$ cat config.mk
export PLATFORM = sky130hd
export DESIGN_NAME = triwave_sweep_ctrl
export DESIGN_NICKNAME = d
export VERILOG_FILES = /design/src/rtl/triwave_pkg.sv /design/src/rtl/duty_boundary_detect.sv /design/src/rtl/triwave_sweep_ctrl.sv
export SDC_FILE = /design/constraint.sdc
export NUM_CORES = 1
export LEC_CHECK = 0
export BUFFER_PORTS_ARGS = -buffer_cell sky130_fd_sc_hd__buf_2
export CAP_MARGIN = 20
export CORE_UTILIZATION = 39
export CTS_BUF_LIST = sky130_fd_sc_hd__clkbuf_4 sky130_fd_sc_hd__clkbuf_8
export DETAILED_ROUTE_END_ITERATION = 16
export PLACE_DENSITY = 0.63
export SLEW_MARGIN = 10
export SYNTH_ARGS = -nofsm -noshare
export SYNTH_HDL_FRONTEND = slang
export SYNTH_SLANG_ARGS = --single-unit
$ cat constraint.sdc
create_clock -name sysclk -period 4.3 [get_ports sysclk]
set_clock_uncertainty 0.1 [all_clocks]
set_input_delay 0.645 -clock sysclk [delete_from_list [all_inputs] [get_ports sysclk]]
set_output_delay 0.645 -clock sysclk [all_outputs]
set_load 0.005 [all_outputs]
$ cat src/rtl/triwave_pkg.sv
// Shared types and helpers for the triangle-wave generator front ends.
package triwave_pkg;

  localparam int unsigned SCALE_W_DFLT = 6;
  localparam int unsigned SCALE_MIN    = 1;

  typedef enum logic [1:0] {
    ST_IDLE = 2'd0,
    ST_SYNC = 2'd1,
    ST_RUN  = 2'd2
  } sweep_state_t;

  // Zero is not a usable scale/step/dwell; promote it to the minimum.
  function automatic int unsigned clamp_min(input int unsigned v);
    return (v == 0) ? SCALE_MIN : v;
  endfunction

endpackage

$ cat src/rtl/duty_boundary_detect.sv
// Flags the falling-to-zero transition of the generator duty value (one triangle period boundary).
module duty_boundary_detect #(
  parameter int unsigned W = 6
) (
  input  logic         sysclk,
  input  logic         rst_n,
  input  logic [W-1:0] duty_in,
  output logic         boundary
);

  logic [W-1:0] prev_duty;

  always_ff @(posedge sysclk or negedge rst_n) begin
    if (!rst_n) prev_duty <= '0;
    else        prev_duty <= duty_in;
  end

  assign boundary = (prev_duty != '0) && (duty_in == '0);

endmodule

$ cat src/rtl/triwave_sweep_ctrl.sv
// Frequency-sweep sequencer for the triangle-wave generator.
// Define TRIWAVE_SWEEP_BIDIR_EN for endless ping-pong sweeping instead of one-shot.
module triwave_sweep_ctrl
  import triwave_pkg::*;
#(
  parameter int unsigned SCALE_W = SCALE_W_DFLT,
  parameter int unsigned DWELL_W = 8
) (
  input  logic               sysclk,
  input  logic               rst_n,
  input  logic               start,
  input  logic               abort,
  input  logic [SCALE_W-1:0] cfg_start_scale,
  input  logic [SCALE_W-1:0] cfg_end_scale,
  input  logic [SCALE_W-1:0] cfg_step,
  input  logic [DWELL_W-1:0] cfg_dwell,
  input  logic [SCALE_W-1:0] duty_in,
  output logic               gen_enable,
  output logic [SCALE_W-1:0] gen_scale,
  output logic               busy,
  output logic               done,
  output logic               period_tick
);

  sweep_state_t       state;
  logic [SCALE_W-1:0] end_l, step_l;
  logic [DWELL_W-1:0] dwell_l, dwell_cnt;
  logic               dir_up;
  logic               boundary;
  logic [SCALE_W-1:0] cs_c, ce_c, st_c;
  logic [DWELL_W-1:0] dw_c;
`ifdef TRIWAVE_SWEEP_BIDIR_EN
  logic [SCALE_W-1:0] start_l;
`endif

  duty_boundary_detect #(.W(SCALE_W)) u_bdet (
    .sysclk   (sysclk),
    .rst_n    (rst_n),
    .duty_in  (duty_in),
    .boundary (boundary)
  );

  // One step toward tgt, computed with a carry/borrow bit so it can never pass tgt.
  function automatic logic [SCALE_W-1:0] step_toward(
    input logic [SCALE_W-1:0] cur,
    input logic [SCALE_W-1:0] stp,
    input logic [SCALE_W-1:0] tgt,
    input logic               up
  );
    logic [SCALE_W:0] sum, diff;
    sum  = {1'b0, cur} + {1'b0, stp};
    diff = {1'b0, cur} - {1'b0, stp};
    if (up) return (sum > {1'b0, tgt}) ? tgt : sum[SCALE_W-1:0];
    return (diff[SCALE_W] || (diff < {1'b0, tgt})) ? tgt : diff[SCALE_W-1:0];
  endfunction

  always_comb begin
    cs_c = SCALE_W'(clamp_min(32'(cfg_start_scale)));
    ce_c = SCALE_W'(clamp_min(32'(cfg_end_scale)));
    st_c = SCALE_W'(clamp_min(32'(cfg_step)));
    dw_c = DWELL_W'(clamp_min(32'(cfg_dwell)));
  end

  always_ff @(posedge sysclk or negedge rst_n) begin
    if (!rst_n) begin
      state       <= ST_IDLE;
      gen_enable  <= 1'b0;
      gen_scale   <= SCALE_W'(SCALE_MIN);
      busy        <= 1'b0;
      done        <= 1'b0;
      period_tick <= 1'b0;
      end_l       <= SCALE_W'(SCALE_MIN);
      step_l      <= SCALE_W'(SCALE_MIN);
      dwell_l     <= DWELL_W'(1);
      dwell_cnt   <= '0;
      dir_up      <= 1'b1;
`ifdef TRIWAVE_SWEEP_BIDIR_EN
      start_l     <= SCALE_W'(SCALE_MIN);
`endif
    end else begin
      done        <= 1'b0;
      period_tick <= 1'b0;
      if (abort) begin
        state      <= ST_IDLE;
        busy       <= 1'b0;
        gen_enable <= 1'b0;
      end else begin
        case (state)
          ST_IDLE: begin
            if (start) begin
              state      <= ST_SYNC;
              busy       <= 1'b1;
              gen_enable <= 1'b1;
              gen_scale  <= cs_c;
              end_l      <= ce_c;
              step_l     <= st_c;
              dwell_l    <= dw_c;
              dir_up     <= (ce_c >= cs_c);
`ifdef TRIWAVE_SWEEP_BIDIR_EN
              start_l    <= cs_c;
`endif
            end
          end
          ST_SYNC: begin
            if (boundary) begin
              state     <= ST_RUN;
              dwell_cnt <= '0;
            end
          end
          ST_RUN: begin
            if (boundary) begin
              period_tick <= 1'b1;
              if (dwell_cnt == dwell_l - DWELL_W'(1)) begin
                dwell_cnt <= '0;
                if (gen_scale == end_l) begin
`ifdef TRIWAVE_SWEEP_BIDIR_EN
                  // Turn around: old start becomes the new target, first step taken now.
                  start_l   <= end_l;
                  end_l     <= start_l;
                  dir_up    <= !dir_up;
                  gen_scale <= step_toward(gen_scale, step_l, start_l, !dir_up);
`else
                  state      <= ST_IDLE;
                  busy       <= 1'b0;
                  gen_enable <= 1'b0;
                  done       <= 1'b1;
`endif
                end else begin
                  gen_scale <= step_toward(gen_scale, step_l, end_l, dir_up);
                end
              end else begin
                dwell_cnt <= dwell_cnt + DWELL_W'(1);
              end
            end
          end
          default: state <= ST_IDLE;
        endcase
      end
    end
  end

endmodule
==> results of run 1 <==
## Yosys cell counts (2+ instances only)
cell and number:
dfrtp_1 41, o21ai_0 35, nor2_1 32, ha_1 31
inv_1 27, nand2_1 23, a21oi_1 21, clkbuf_1 14
xor2_1 13, nor3_1 11, nand2b_1 10, a21o_1 9
xnor2_1 9, nand3_1 7, mux2_2 6, nor2b_1 6
dfstp_2 5, or4_1 5, o311ai_0 4, o31ai_1 4
a31oi_1 3, and3_1 3, mux2i_1 3, nor4_1 3
a211oi_1 2, a22oi_1 2, a31o_2 2, a32o_1 2
fa_1 2, nand3b_1 2, nand4_1 2, o21bai_1 2
or2_2 2, or3_1 2
## worst min path at each step
stage	startpoint	end
floorplan	rst_n	busy
global placement	step_l[0]	step_l[0]
detailed placement	step_l[0]	step_l[0]
CTS	duty_in[5]	u_bdet.prev_duty[5]
global route	rst_n	dwell_cnt[1]
finish	rst_n	dwell_cnt[1]
## state kept, by name, indices dropped and copies added (netlist names)
signal	cells
busy	1
dwell_l	8
done	1
end_l	6
step_l	6
u_bdet.prev_duty	6
period_tick	1
dwell_cnt	8
state	2
dir_up	1
gen_scale	6
## power by group
group | leakage, nW | switching [mW] | total [mW] | internal, mW
Clock | 0.0408 | 0.162 | 0.279 | 0.117
Combinational | 1.09 | 0.451 | 0.800 | 0.349
Sequential | 0.567 | 0.0701 | 0.568 | 0.498
## kinds of logic after synthesis
group | count (synthesis) | share of synthesized area
compound gates | 98 | 0.1928
xor+xnor | 22 | 0.05939
fa+ha+maj | 33 | 0.1319
buf+inv | 44 | 0.05245
flops | 46 | 0.3567
mux | 9 | 0.03008
simple gates | 114 | 0.1766
## per-stage QoR
step,std cells,setup WS (ns)
after floorplan,366,1.015
after global placement,497,0.7894
after detailed placement,497,0.7328
after CTS,505,0.7147
after global routing,506,0.3934
final,506,0.7158
## layout make-up
type	instances	area, um^2
timing repair buffer	47	252.7
tap	102	127.6
inverter	27	101.3
multi-input combinational	276	1917
clock inverter	3	23.77
clock buffer	5	68.82
sequential	46	1157
fill	760	4239
## worst max-delay path, cell delays in order (launching register included)
cell      delay, ns
dfrtp_1        0.48
ha_1           0.33
nand2b_1       0.14
a21oi_1        0.14
nor2_1         0.08
nor2_1         0.10
mux2_2         0.35
nor2_1         0.12
ha_1           0.26
a211oi_1       0.23
nand2_1        0.08
o22ai_1        0.12
nand3_1        0.28
or2_2          0.37
a31oi_1        0.17
a32o_1         0.19
## layer usage
metal	global-route usage	part of all wire	vias up
met5	0	0	-
met4	0.04744	0.0080	0
met3	0.04390	0.035	4
met2	0.3143	0.47	46
met1	0.2611	0.49	1274
li1	-	-	1368
==> reports/results.ini, run 1 <==
[synthesis]
syn-num-nets = 435
synth_seq_cells = 46
synth_area_um2 = 3244
syn_inst = 366
async_flop_share = 1.000
synth_top_area_frac = 0.3162
yosys.area.top_type = dfrtp_1
synth.area.top_cells = dfrtp_1 32%, ha_1 12%, o21ai_0 5.4%
yosysUniqueCellTypes = 55
ys_seq_area_frac = 0.3567
avgSynthCellArea_um2 = 8.864
synth_warnings = 0
synth_top_flop_cell = dfrtp_1
synth_edf_count = 0

[clock_tree]
ctsHoldBuffers = 0
cts_tree = yes
cts.sink_count = 46
post_cts_resize_count = 0
clock_latency_ns = 0.31
numCtsBuffers = 5
clkTransAtPathRegs_ns = 0.09
htree_num_levels = 2
cts.root.buffer_cell = clkbuf_8
clk_path_buf_depth = 2
cts_post_setup_buffers_inserted = 0

[detailed_routing]
routedWlPerCell_um = 15.07
ant_nets = 0
viasPerCell = 5.320
drtIter0Drc = 166
first_pass_iters = 4
drc_errors = 0
vias = 2692
finalWirelength_um = 7624

[pwr]
power_mw = 1.647
p_per_area_nw_per_um2 = 451.5
cellLeakagePower_nw = 1.695
ir_worst_vdd_v = 0.0002499

[placement]
gp_congestion = 0.8986
detailed_place_hpwl_um = 5893
port_buffers = 45
placed_cell_area_um2 = 3536

[die]
start_util = 0.4113
core_um2 = 7888
dieHeight_um = 93.21
dieWidth_um = 93.21
dieArea_um2 = 8687
num_rows = 32
io_pins = 46

[finish]
final_common_cell = buf_2
final_cell_mix = 45 x buf_2, 41 x dfrtp_1, 35 x o21ai_0, 32 x nor2_1, 31 x ha_1
layout.nets = 472
post-route-util = 0.4626
n_antenna_cell = 0
final_area_um2 = 3649
area_growth_pct = 12.46
drive_gt1_frac = 0.1782

[timing]
rsz0062_at_grt = no
hold_viol_final = 0
max_freq_mhz = 279.0
setup_tns_ns = 0
post-route-period-util = 0.8335
whs_ns = 0.2023
finalMaxSlewViolations = 0
tightest_slew_ns = 0.7546
slew_headroom = 0.4914
fin_crit_ns = 3.584
setup_viol = 0

[min_path]
hold_path_class = in -> async

[critical_path]
r2r-end = gen_scale[0]
end_kind = flip-flop
endpoint = gen_scale[0]
r2r-start = gen_scale[1]
startpoint_type = flip-flop
path_max_fanout = 9
path_class = reg -> reg
startpoint = gen_scale[1]
crit_arrival_ns = 3.73
r2r_cells = 15
crit_required_ns = 4.44
reg2reg_slack_ns = 0.72

[global_route]
grt_antenna_before_repair = 0
grt_max_degree = 47
grt_pass1_vias = 2660
grt_overflow = 0
grt.total_usage = 0.1937
grt_pass1_wl_um = 13060

[job]
drv_cap = 0

[status]
status = completed

No activity file was read; power rests on OpenSTA's default activity.
==> inputs of run 2 (changes only) <==
PLACE_DENSITY = 0.65   (was 0.63)
clock period = 3 ns   (was 4.3 ns; I/O delays follow)
==> reports/results.ini, run 2 (synthesis results as in run 1) <==
[status]
status = finished with violations  ; was completed
violations = hold timing, setup timing

[detailed_routing]
first_pass_iters = 5  ; was 4
drc_errors = 0  ; unchanged
vias = 3004  ; was 2,692
ant_nets = 0  ; unchanged
viasPerCell = 5.542  ; was 5.320
routedWlPerCell_um = 15.82  ; was 15.07 um
drtIter0Drc = 206  ; was 166
finalWirelength_um = 8577  ; was 7624 um

[global_route]
grt_max_degree = 45  ; was 47
grt_pass1_vias = 2870  ; was 2,660
met2_usage = 0.3346  ; was 0.3143
grt_pass1_wl_um = 13990  ; was 13,060 um
use_met3 = 0.02683  ; was 0.04390
grt_overflow = 0  ; unchanged
busiest_layer = met2  ; unchanged
grt_use_met1 = 0.2752  ; was 0.2611
grt.total_usage = 0.2053  ; was 0.1937
grt_antenna_before_repair = 0  ; unchanged

[critical_path]
r2r-start = gen_scale[0]  ; was gen_scale[1]
end_kind = flip-flop  ; unchanged
r2r_cells = 18  ; was 15
startpoint_type = flip-flop  ; unchanged
path_class = reg -> reg  ; unchanged
path_max_fanout = 7  ; was 9
crit_required_ns = 3.14  ; was 4.44 ns
reg2reg_slack_ns = -0.40  ; was 0.72 ns
r2r-end = gen_scale[0]  ; unchanged
crit_arrival_ns = 3.55  ; was 3.73 ns

[placement]
gp_congestion = 0.9091  ; was 0.8986
port_buffers = 45  ; unchanged
detailed_place_hpwl_um = 6342  ; was 5893 um
post-place-ws_ns = -0.3414  ; was 0.7328 ns

[pwr]
p_per_area_nw_per_um2 = 746.9  ; was 451.5 nW/um^2
ir_worst_vdd_v = 0.0003810  ; was 0.0002499 V
cellLeakagePower_nw = 1.906  ; was 1.695 nW
power_mw = 3.084  ; was 1.647 mW

[timing]
hold_viol_final = 17  ; was 0
setup_tns_ns = -2.067  ; was 0 ns
max_freq_mhz = 293.8  ; was 279.0 MHz
post-route-period-util = 1.135  ; was 0.8335
tightest_slew_ns = 0.7241  ; was 0.7546 ns
rsz0062_at_grt = yes  ; was no
setup_slack_ns = -0.4039  ; was 0.7158 ns
setup_viol = 6  ; was 0
fin_crit_ns = 3.404  ; was 3.584 ns
whs_ns = -0.01945  ; was 0.2023 ns
slew_headroom = 0.5173  ; was 0.4914
finalMaxSlewViolations = 0  ; unchanged

[clock_tree]
cts.sink_count = 46  ; unchanged
cts_tree = yes  ; unchanged
numCtsBuffers = 5  ; unchanged
clk_path_buf_depth = 2  ; unchanged
clkTransAtPathRegs_ns = 0.10  ; was 0.09 ns
ctsHoldBuffers = 0  ; unchanged
htree_num_levels = 2  ; unchanged
cts.root.buffer_cell = clkbuf_8  ; unchanged
clock_latency_ns = 0.31  ; about the same

[die]
dieArea_um2 = 8687  ; unchanged
core_um2 = 7888  ; unchanged
num_rows = 32  ; unchanged
start_util = 0.4113  ; unchanged
dieWidth_um = 93.21  ; unchanged
dieHeight_um = 93.21  ; unchanged
io_pins = 46  ; unchanged

[job]
drv_cap = 0  ; unchanged

[finish]
area_growth_pct = 27.27  ; was 12.46%
final_common_cell = buf_2  ; unchanged
final_cell_mix = 45 x buf_2, 40 x dfrtp_1, 34 x buf_4, 32 x o21ai_0, 28 x nor2_1  ; was 45 x buf_2, 41 x dfrtp_1, 35 x o21ai_0, 32 x nor2_1, 31 x ha_1
layout.nets = 508  ; was 472
drive_gt1_frac = 0.3159  ; was 0.1782
reg_top3 = dwell_cnt (8), dwell_l (8)  ; unchanged
multi_input_area_um2 = 2093  ; was 1917 um^2
n_antenna_cell = 0  ; unchanged
fillers = 728  ; was 760
regArea_um2 = 1159  ; was 1157 um^2

[min_path]
hold_path_class = in -> async  ; unchanged

==> run 2: cell count changes in the layout (fill, tap and decap cells not counted), sizes merged <==
cell,change
buf,+36
bufinv,+1
inv,-1
==> run 2: how the worst max path moves through the flow <==
stage / from / endpoint / slack [ns] / cells after the start
after floorplan: step_l[0] / gen_scale[3] / -0.08 / 15
after global placement: step_l[0] / gen_scale[1] / -0.26 / 14
after detailed placement: step_l[0] / gen_scale[0] / -0.34 / 16
after CTS: gen_scale[0] / gen_scale[0] / -0.22 / 16
after global routing: gen_scale[0] / gen_scale[0] / -0.52 / 18
final: gen_scale[0] / gen_scale[0] / -0.40 / 18
==> run 2: repair_timing <==
item / in CTS / in global routing
setup buffers: 3 / 2
gates resized for setup: 21 / 11
setup endpoints to repair: 6 / 6
gates cloned: 0 / 0
pin swaps: 14 / 13
==> run 2: critical path, stage by stage, from the launching register on <==
cell     delay [ns]
dfstp_2        0.56
buf_6          0.10
ha_4           0.12
inv_1          0.04
fa_2           0.33
nor2_1         0.09
nor2_1         0.06
nor2_1         0.11
nor2_1         0.07
xor2_1         0.26
ha_2           0.37
nand3_2        0.09
nand2_1        0.07
o22ai_2        0.16
nand3_4        0.15
buf_4          0.19
nand2_1        0.07
a31oi_1        0.08
a32o_2         0.32
==> run 2: layout make-up <==
type / count / share of cell area
well taps: 102 / 0.03091
clock buffers: 5 / 0.01667
multi-input cells: 276 / 0.5070
flip-flops and latches: 46 / 0.2806
clock inverters: 3 / 0.01091
inverters: 27 / 0.02455
repair buffers: 83 / 0.1294
==> run 2: metrics by stage <==
stage,area (um^2),cells,utilization
after floorplan,3316,366,-
after global placement,3820,528,0.4843
after detailed placement,3820,528,0.4843
after CTS,4036,539,0.5117
after global routing,4129,542,0.5235
final,4129,542,0.5235
==> run 2: report_power, final <==
group / leakage [nW] / internal, mW / switching, mW / total (mW)
registers: 0.566 / 0.715 / 0.0854 / 0.800
logic: 1.29 / 0.875 / 0.931 / 1.81
clock network: 0.0504 / 0.248 / 0.230 / 0.478
==> run 2: layer usage <==
| layer | vias up | share of wire |
|---|---|---|
| li1 | 1438 | - |
| met1 | 1432 | 0.44 |
| met2 | 111 | 0.48 |
| met3 | 23 | 0.057 |
| met4 | 0 | 0.023 |
| met5 | - | 0 |
==> inputs of run 3 (changes only) <==
CTS_CLUSTER_SIZE = 12   (was unset)
clock period = 2.7 ns   (was 3 ns; I/O delays follow)
==> reports/results.ini, run 3 (synthesis results as in run 1) <==
[min_path]
min_path_cells = 1
hold_path_class = in -> reg  ; was in -> async

[clock_tree]
numCtsBuffers = 5  ; unchanged
clkTransAtPathRegs_ns = 0.09  ; was 0.10 ns
clock_latency_ns = 0.31  ; about the same
htree_num_levels = 2  ; unchanged
cts_tree = yes  ; unchanged
cts.sink_count = 46  ; unchanged
cts.root.buffer_cell = clkbuf_8  ; unchanged
clk_path_buf_depth = 2  ; unchanged

[detailed_routing]
routedWlPerCell_um = 15.58  ; was 15.82 um
vias = 2992  ; was 3,004
drc_errors = 0  ; unchanged
finalWirelength_um = 8661  ; was 8577 um
drtIter0Drc = 133  ; was 206
viasPerCell = 5.381  ; was 5.542
first_pass_iters = 5  ; unchanged
ant_nets = 0  ; unchanged

[placement]
placed_cell_area_um2 = 3910  ; was 3820 um^2
post-place-ws_ns = -0.6374  ; was -0.3414 ns
dp.cells = 540  ; was 528
detailed_place_hpwl_um = 6572  ; was 6342 um
port_buffers = 45  ; unchanged
gp_congestion = 0.8845  ; was 0.9091

[timing]
setup_slack_ns = -0.5948  ; was -0.4039 ns
finalMaxSlewViolations = 0  ; unchanged
rsz0062_at_grt = yes  ; unchanged
tightest_slew_ns = 0.7147  ; was 0.7241 ns
max_freq_mhz = 303.5  ; was 293.8 MHz
hold_viol_final = 0  ; was 17
fin_crit_ns = 3.295  ; was 3.404 ns
slew_headroom = 0.5236  ; was 0.5173
setup_viol = 6  ; unchanged
setup_tns_ns = -3.346  ; was -2.067 ns
post-route-period-util = 1.220  ; was 1.135

[status]
violations = setup timing  ; was hold timing, setup timing
status = finished with violations  ; unchanged

[finish]
final_common_cell = buf_4  ; was buf_2
area_growth_pct = 30.74  ; was 27.27%
n_antenna_cell = 0  ; unchanged
layout.nets = 522  ; was 508
drive_gt1_frac = 0.3348  ; was 0.3159
reg_top3 = dwell_cnt (8), dwell_l (8)  ; unchanged
final_area_um2 = 4242  ; was 4129 um^2
final_cells = 556  ; was 542
fillers = 720  ; was 728
final_cell_mix = 49 x buf_4, 45 x buf_2, 40 x dfrtp_1, 32 x o21ai_0, 27 x ha_1  ; was 45 x buf_2, 40 x dfrtp_1, 34 x buf_4, 32 x o21ai_0, 28 x nor2_1

[pwr]
cellLeakagePower_nw = 1.986  ; was 1.906 nW
p_per_area_nw_per_um2 = 812.9  ; was 746.9 nW/um^2
power_mw = 3.448  ; was 3.084 mW
ir_worst_vdd_v = 0.0004437  ; was 0.0003810 V

[critical_path]
end_kind = flip-flop  ; unchanged
path_class = reg -> reg  ; unchanged
crit_required_ns = 2.80  ; was 3.14 ns
crit_arrival_ns = 3.39  ; was 3.55 ns
r2r_cells = 15  ; was 18
startpoint_type = flip-flop  ; unchanged
path_max_fanout = 6  ; was 7

[die]
io_pins = 46  ; unchanged
core_um2 = 7888  ; unchanged
start_util = 0.4113  ; unchanged
num_rows = 32  ; unchanged
dieWidth_um = 93.21  ; unchanged
dieArea_um2 = 8687  ; unchanged
dieHeight_um = 93.21  ; unchanged

[global_route]
grt_overflow = 0  ; unchanged
grt_antenna_before_repair = 0  ; unchanged
grt_pass1_vias = 2919  ; was 2,870
grt_max_degree = 40  ; was 45
grt.total_usage = 0.2076  ; was 0.2053
grt_pass1_wl_um = 13980  ; was 13,990 um

[job]
drv_cap = 0  ; unchanged

run 3: cell count changes in the layout (fill, tap and decap cells not counted), moves of 2 or more:
cell        previous run  this run
nor2_2                 3         5
nor2_1                28        25
clkinvlp_4             2         0
a21oi_2                3         1
buf_4                 34        49
run 3: area by class of cell:
cell class	instances	area [um^2]	area share
multi-input combinational	276	2116	0.4988
sequential	46	1159	0.2732
timing repair buffer	97	625.6	0.1475
tap	102	127.6	0.03009
inverter	27	101.3	0.02389
clock buffer	5	68.82	0.01622
clock inverter	3	43.79	0.01032
run 3: report_power, final:
| group | internal [mW] | switching (mW) | total (mW) |
|---|---|---|---|
| clock | 0.278 | 0.259 | 0.537 |
| sequential | 0.794 | 0.0933 | 0.887 |
| combinational | 1.00 | 1.02 | 2.02 |
| total | 2.08 | 1.37 | 3.45 |
run 3: worst max-delay path: stages, from the launching register on:
cell	delay, ns
dfstp_2	0.59
buf_6	0.11
ha_4	0.13
inv_2	0.04
fa_2	0.33
a21o_1	0.17
a21oi_2	0.16
xnor2_2	0.13
ha_1	0.31
a21o_1	0.11
a21oi_1	0.05
o21a_1	0.12
or2_4	0.27
or3_4	0.35
o311ai_4	0.10
o21ai_1	0.11
run 3: worst paths after layout:
path	startpoint	end	slack, ns
setup / recovery	step_l[0]	gen_scale[4]	-0.59
hold / removal	duty_in[2]	u_bdet.prev_duty[2]	0.10
min in group asynchronous	rst_n	dwell_cnt[1]	0.48
max in group asynchronous	rst_n	dir_up	1.24
hold reg to reg	dwell_l[0]	dwell_l[0]	0.42
setup reg to reg	step_l[0]	gen_scale[4]	-0.59
run 3: timing repair:
item                       in CTS  in global routing
setup endpoints to repair       6                  6
hold endpoints to repair       17                  0
pin swaps                      21                 21
gates resized for setup        17                 17
hold buffers                    1                  0
buffers inserted                5                  2
run 3: metal layers:
layer,track usage,share of wire
met1,0.2580,0.43
met2,0.3542,0.48
met3,0.03333,0.046
met4,0.09103,0.041
met5,0,0
run 3: stage by stage:
stage               hold slack, ns  utilization
floorplan                 0.009409            -
global placement            0.2931       0.4957
detailed placement          0.2920       0.4957
CTS                        0.09279       0.5259
global route               0.08423       0.5378
finish                      0.1014       0.5378
